## src/rtl/uart_tx_sched.sv

```systemverilog
// Transmit scheduler sharing one uart between a CPU-side FIFO and a debug req/ack source.
// Round-robin arbitration in IDLE, registered one-cycle issue, then busy handshake tracking.
module uart_tx_sched #(
    parameter int unsigned DEPTH     = 16,
    parameter int unsigned BUSY_WAIT = 4
) (
    input  logic                     clk,
    input  logic                     reset,
    input  logic                     cpu_wr,
    input  logic [7:0]               cpu_data,
    input  logic                     dbg_req,
    input  logic [7:0]               dbg_data,
    output logic                     dbg_ack,
    output logic                     uart_wr,
    output logic [7:0]               uart_data,
    input  logic                     uart_busy,
    input  logic                     ovf_clr,
    output logic [7:0]               status,
    output logic [$clog2(DEPTH):0]   level
);

    localparam int unsigned PW = $clog2(DEPTH);
    localparam int unsigned LW = PW + 1;
    localparam int unsigned CW = $clog2(BUSY_WAIT) + 1;

    typedef enum logic [1:0] {IDLE, ISSUE, WAIT_HI, WAIT_LO} stateT;

    stateT          state;
    stateT          nextState;
    logic [7:0]     mem [DEPTH];
    logic [PW-1:0]  wPtr;
    logic [PW-1:0]  rPtr;
    logic [LW-1:0]  count;
    logic           overflow;
    logic           grantDbg;
    logic           rrLastDbg;
    logic [CW-1:0]  waitCnt;

    logic full;
    logic empty;
    logic pop;
    logic push;
    logic ovfSet;
    logic pickDbg;
    logic grantNow;
    logic txActive;

    assign full     = (count == LW'(DEPTH));
    assign empty    = (count == '0);
    assign txActive = (state != IDLE);
    assign pop      = (state == ISSUE) && !grantDbg;
    // A push into a full FIFO is still accepted when the issue pop frees a slot this cycle.
    assign push     = cpu_wr && (!full || pop);
    assign ovfSet   = cpu_wr && full && !pop;
    assign pickDbg  = dbg_req && (empty || !rrLastDbg);
    assign grantNow = (state == IDLE) && !uart_busy && (!empty || dbg_req);

    assign status = {4'b0000, txActive, overflow, empty, full};
    assign level  = count;

    always_comb begin
        nextState = state;
        case (state)
            IDLE:    if (grantNow) nextState = ISSUE;
            ISSUE:   nextState = WAIT_HI;
            WAIT_HI: begin
                if (uart_busy)
                    nextState = WAIT_LO;
                else if (waitCnt == CW'(BUSY_WAIT - 1))
                    nextState = IDLE;
            end
            WAIT_LO: if (!uart_busy) nextState = IDLE;
            default: nextState = IDLE;
        endcase
    end

    always_ff @(posedge clk) begin
        if (push)
            mem[wPtr] <= cpu_data;
    end

    always_ff @(posedge clk) begin
        if (reset) begin
            state     <= IDLE;
            wPtr      <= '0;
            rPtr      <= '0;
            count     <= '0;
            overflow  <= 1'b0;
            grantDbg  <= 1'b0;
            rrLastDbg <= 1'b1;
            waitCnt   <= '0;
            uart_wr   <= 1'b0;
            uart_data <= '0;
            dbg_ack   <= 1'b0;
        end else begin
            state   <= nextState;
            uart_wr <= grantNow;
            dbg_ack <= grantNow && pickDbg;

            if (grantNow) begin
                grantDbg  <= pickDbg;
                rrLastDbg <= pickDbg;
                uart_data <= pickDbg ? dbg_data : mem[rPtr];
            end

            if (push)
                wPtr <= wPtr + PW'(1);
            if (pop)
                rPtr <= rPtr + PW'(1);
            if (push && !pop)
                count <= count + LW'(1);
            else if (pop && !push)
                count <= count - LW'(1);

            if (ovfSet)
                overflow <= 1'b1;
            else if (ovf_clr)
                overflow <= 1'b0;

            if (state == ISSUE)
                waitCnt <= '0;
            else if (state == WAIT_HI && !uart_busy)
                waitCnt <= waitCnt + CW'(1);
        end
    end

endmodule

```

## config.mk

```make
export PLATFORM = sky130hd
export DESIGN_NAME = uart_tx_sched
export DESIGN_NICKNAME = d
export VERILOG_FILES = /design/src/rtl/uart_tx_sched.sv
export SDC_FILE = /design/constraint.sdc
export NUM_CORES = 1
export LEC_CHECK = 0
export ABC_CLOCK_PERIOD_IN_PS = 6500
export CORE_MARGIN = 1
export CORE_UTILIZATION = 36
export CTS_CLUSTER_DIAMETER = 100
export DETAILED_ROUTE_END_ITERATION = 12
export PLACE_DENSITY = 0.52
export SYNTH_ARGS = -nofsm -noshare
export SYNTH_HDL_FRONTEND = slang
export SYNTH_SLANG_ARGS = --single-unit
```

## constraint.sdc

```tcl
create_clock -name clk -period 6.5 [get_ports clk]
set_input_delay 0.975 -clock clk [delete_from_list [all_inputs] [get_ports clk]]
set_output_delay 0.975 -clock clk [all_outputs]
set_load 0.05 [all_outputs]
```

==> results of run 1 <==
==> area by class of cell <==
cell class	count	area, um2
Timing Repair Buffer	48	460
Clock inverter	14	154
Fill cell	1633	10400
Tap cell	229	287
Inverter	18	67.6
Sequential cell	163	4540
Clock buffer	17	425
Multi-Input combinational cell	233	1970
==> sequential cells by signal, indices dropped and copies added (netlist names), 2 cells and up, named ones only <==
name	count
waitCnt	3
uart_data	8
wPtr	4
rPtr	4
state	2
level	5
mem	128
==> Yosys cell counts, types with 2 or more instances <==
cell type  instances
buf_6              4
nand2_2            2
mux2i_1           11
ha_1              12
nand3_1            9
edfxtp_1         128
mux4_1             3
nand3b_1           2
clkbuf_8           3
buf_4              8
a21oi_1           28
nor2_1            46
nand4_1            2
nand2b_1           5
xor2_1             8
o21ai_0           11
inv_1             17
nor3_1             7
or3_1              2
o21a_1             2
mux4_2            29
nand2_1           26
buf_2              4
clkbuf_1           9
o31ai_1            7
dfxtp_1           35
==> worst max-delay path, cell delays in order <==
cell,delay (ns)
clkdlybuf4s50_1,0.48
inv_1,0.07
a31oi_4,0.31
ha_1,0.29
inv_1,0.12
ha_1,0.29
nor2b_1,0.13
o21a_1,0.18
or3_1,0.31
a21oi_1,0.16
mux2_2,0.34
==> stage by stage <==
stage	hold slack [ns]	worst slack [ns]	utilization, %	cells
after floorplan	0.450	3.44	-	445
final	0.462	3.16	43.3	722
after detailed placement	0.447	2.73	40.1	691
after global placement	0.454	2.81	40.1	691
after global routing	0.488	3.04	43.3	722
after CTS	0.460	3.13	43.3	722
==> path summary, 6_finish.rpt <==
check,startpoint,endpoint,cells after the start
hold / removal,uart_data[4]$_SDFFE_PP0P_,uart_data[4]$_SDFFE_PP0P_,2
setup / recovery,cpu_wr,level[4]$_SDFFE_PP0P_,11
hold reg to reg,uart_data[4]$_SDFFE_PP0P_,uart_data[4]$_SDFFE_PP0P_,2
setup reg to reg,state[1]$_SDFFE_PP0P_,level[4]$_SDFFE_PP0P_,12
==> cell families after synthesis <==
family	after synthesis	synth area share, %
XOR/XNOR	9	1.16
multiplexers	44	12.5
adder cells (fa/ha/maj)	13	2.50
AO/OA/AOI/OAI	55	5.02
buffers and inverters	49	4.56
AND/OR/NAND/NOR	108	7.44
other	1	0.0551
flip-flops	163	66.7
==> power by group <==
group,internal [mW],switching [mW],leakage (nW)
registers,1.19,0.0540,1.44
clock network,0.569,0.419,0.282
logic,0.265,0.418,0.907
==> metal layers <==
metal	vias up	wire, um	global-route usage [%]
met4	0	257	6.42
li1	1714	-	-
met1	1839	6150	19.7
met5	-	0	0
met3	18	718	4.23
met2	92	6500	23.7
==> results.json, run 1 <==
{
  "ir_worst_vdd_mv": 0.187,
  "cts_setup_buffers": 0,
  "async_reset_ff_share_pct": 0,
  "diodes": 0,
  "grt_pass1_vias": 3704,
  "slew_viol_final": 0,
  "yosysWarnings": 0,
  "clk_latency_ns": 0.43,
  "final_antenna_net_count": 0,
  "max-slew-margin-rel_pct": 33.8,
  "post_dp_cell_area_um2": 7320,
  "place_congestion": 0.793,
  "first_pass_iters": 6,
  "drt_iter0_markers": 169,
  "die_x_um": 140,
  "drc": 0,
  "viasPerCell": 5.07,
  "ys.flop_type": "edfxtp_1",
  "netlist_area_um2": 6810,
  "io_pins": 45,
  "setup-violations-final": 0,
  "rows": 49,
  "outcome": "finished clean",
  "leakagePower_nw": 2.63,
  "synthCells": 442,
  "ys_types": 48,
  "antenna_found_initial": 0,
  "path_max_fanout": 9,
  "dieArea_um2": 19500,
  "fin_skew_ns": 0.00822,
  "maxCapViolCount": 0,
  "arrival_ns": 3.65,
  "grt_overflow_total": 0,
  "cts_max_level": 4,
  "power.total_mw": 2.92,
  "fin_tns_setup_ns": 0,
  "io_buffers": 40,
  "power.density_nw_per_um2": 369,
  "wl_per_cell_um": 18.9,
  "crit_type": "in -> reg",
  "cts_buffers": 17,
  "final_layout_size_suffix_gt1_share_pct": 16.0,
  "synth_edf_count": 128,
  "yosysTopAreaCell": "edfxtp_1",
  "yosysTopAreaCellShare_pct": 56.4,
  "syn_area_per_cell_um2": 15.4,
  "clock.fmax_mhz": 299,
  "netlist_top_cells_area": "edfxtp_1 (56%), dfxtp_1 (10%), mux4_2 (9.6%)",
  "reg2reg_slack_ns": 3.39,
  "path_clk_slew_ns": 0.06,
  "ys_seq_elements": 163,
  "required_ns": 6.81,
  "final_common_cell": "edfxtp_1",
  "period_share_pct": 51.4,
  "grt_max_degree": 35,
  "coreArea_um2": 18300,
  "final_area_um2": 7900,
  "wl_um": 13600,
  "cts_buffer_depth": 2,
  "final_hold_viol_count": 0,
  "start_util_pct": 37.3,
  "grt_pass1_wl_um": 21300,
  "hold_buffers": 0,
  "hold_path_class": "reg -> reg",
  "grt.total_usage_pct": 15.1,
  "cts.repair.resized": 0,
  "endpoint_kind": "flop",
  "min_period_ns": 3.34,
  "num_vias": 3663,
  "fin_nets": 516,
  "clkSinkCount": 163,
  "final_cell_mix": "edfxtp_1 (128), nor2_1 (46), clkdlybuf4s50_1 (40)",
  "rsz0062_at_grt": "false",
  "worst_setup_path_start_kind": "input pin",
  "ys_seq_area_share_pct": 66.7,
  "cts_tree": "done",
  "max_slew.worst_pin.slew_ns": 0.989,
  "die_h_um": 140,
  "place_hpwl_um": 8810,
  "clk_root_buffer_cell": "clkbuf_16",
  "area_delta_synth_final_pct": 16.1
}
Note: power is estimated with default switching activity, not from simulation.
==> run 2: changes to the inputs <==
ABC_CLOCK_PERIOD_IN_PS = 2890   (was 6500)
PLACE_DENSITY = 0.54   (was 0.52)
clock period = 2.89 ns   (was 6.5 ns; I/O delays follow)
==> run 2 against run 1 <==
Compared with the run above:
- register-to-register slack got worse by 3.2 ns
- combinational power increased by 140%
- count of clock-buffer cells in the layout increased by 1
- design area increased by 2.0%
- critical path depth decreased by 6
- clock skew increased by 0.00076 ns
- via count increased by 3.5%
- final cell count increased by 3.2%
- total power increased by 120%
- hold slack got worse by 0.0076 ns
- highest routed layer unchanged
==> results.json, run 2 (synthesized netlist as in run 1, its figures left out) <==
{
  "required_ns": 2.46,
  "final_util_pct": 44.1,
  "io_pins": 45,
  "antenna_found_initial": 0,
  "max_slew.worst_pin.slew_ns": 0.685,
  "min_period_ns": 2.70,
  "place_congestion": 0.782,
  "first_pass_iters": 4,
  "min_from": "uart_data[7]$_SDFFE_PP0P_",
  "final_antenna_net_count": 0,
  "slew_viol_final": 0,
  "clkSinkCount": 163,
  "grt_max_degree": 26,
  "hold_end": "uart_data[7]$_SDFFE_PP0P_",
  "worst_setup_path_start_kind": "flop",
  "hold_path_class": "reg -> reg",
  "path_max_fanout": 4,
  "dieArea_um2": 19500,
  "num_vias": 3791,
  "largest_register_ffs": 128,
  "die_h_um": 140,
  "grt_overflow_total": 0,
  "grt.total_usage_pct": 15.6,
  "max_stage_delay_ns": 0.80,
  "critPathSlowestCell": "clkdlybuf4s50_1",
  "coreArea_um2": 18300,
  "place_hpwl_um": 9370,
  "area_delta_synth_final_pct": 18.4,
  "r2r_end": "level[4]$_SDFFE_PP0P_",
  "min_path_cells": 2,
  "final_area_um2": 8060,
  "wl_per_cell_um": 19.0,
  "ir_worst_vdd_mv": 0.401,
  "drt_iter0_markers": 250,
  "cts_setup_buffers": 0,
  "cts.repair.resized": 0,
  "start_util_pct": 37.3,
  "wl_um": 14200,
  "power.density_nw_per_um2": 802,
  "path_clk_slew_ns": 0.06,
  "drc": 0,
  "rows": 49,
  "clk_root_buffer_cell": "clkbuf_16",
  "endpoint_kind": "primary output",
  "power.total_mw": 6.47,
  "fin_skew_ns": 0.00898,
  "grt_pass1_wl_um": 22400,
  "io_buffers": 40,
  "outcome": "finished clean",
  "final_cell_mix": "edfxtp_1 (128), nor2_1 (46), clkdlybuf4s50_1 (40)",
  "top_register": "mem",
  "grt_pass1_vias": 3936,
  "max-slew-margin-rel_pct": 54.2,
  "post_dp_cell_area_um2": 7530,
  "maxCapViolCount": 0,
  "final_hold_viol_count": 0,
  "period_share_pct": 93.4,
  "leakagePower_nw": 2.74,
  "hold_buffers": 0,
  "clock.fmax_mhz": 371,
  "arrival_ns": 2.26,
  "cts_buffers": 17,
  "die_x_um": 140,
  "crit_chain": "nor4_4 > buf_4 > nand2_2 > inv_1 > clkdlybuf4s50_1",
  "rr_worst_depth": 12,
  "cts_buffer_depth": 2,
  "cts_tree": "done",
  "holdWs_ns": 0.455,
  "final_common_cell": "edfxtp_1",
  "rr_startpoint": "state[1]$_SDFFE_PP0P_",
  "final_layout_size_suffix_gt1_share_pct": 20.2,
  "worstSetupStartpoint": "level[3]$_SDFFE_PP0P_",
  "fin_nets": 539,
  "reg2reg_slack_ns": 0.23,
  "diodes": 0,
  "clk_latency_ns": 0.43,
  "setup-violations-final": 0,
  "viasPerCell": 5.09,
  "rsz0062_at_grt": "false",
  "crit_type": "reg -> out",
  "cts_max_level": 4
}
[run 2: how the worst max path moves through the flow]
stage	depth (start not counted)	end	slack (ns)
floorplan	10	level[4]$_SDFFE_PP0P_	0.06
global placement	11	level[4]$_SDFFE_PP0P_	0.03
detailed placement	11	level[4]$_SDFFE_PP0P_	-0.02
CTS	5	status[1]	0.16
global route	12	level[4]$_SDFFE_PP0P_	0.08
finish	5	status[1]	0.19
[run 2: final cells by class]
cell class | count | area, um2
clock inverter | 13 | 104
clock buffer | 18 | 429
sequential | 163 | 4550
timing repair buffer | 71 | 658
tap | 229 | 287
inverter | 18 | 67.6
multi-input combinational | 233 | 1970
fill | 1627 | 10200
[run 2: worst max-delay path, delay by kind of cell, from the launching register on]
family	cells	cell delay, ns
DFF	1	0.35
buffers and inverters	3	1.07
and+or+nand+nor	2	0.43
[run 2: through the flow]
stage	cells	worst slack [ns]	TNS, ns
floorplan	445	0.0558	0
global placement	714	0.0281	0
detailed placement	714	-0.0155	-0.0155
CTS	745	0.164	0
global route	745	0.0827	0
finish	745	0.192	0
[run 2: power by group]
part           switching, mW  internal [mW]  total, mW
sequential             0.112           2.69       2.80
combinational          0.972          0.641       1.61
clock                  0.941           1.11       2.05
total                   2.02           4.44       6.47
[run 2: metal layers]
layer	vias to the layer above	routed length [um]	global-route usage [%]
li1	1767	-	-
met2	75	6930	25.5
met1	1932	6510	20.2
met3	17	592	3.92
met4	0	157	5.55
met5	-	0	0
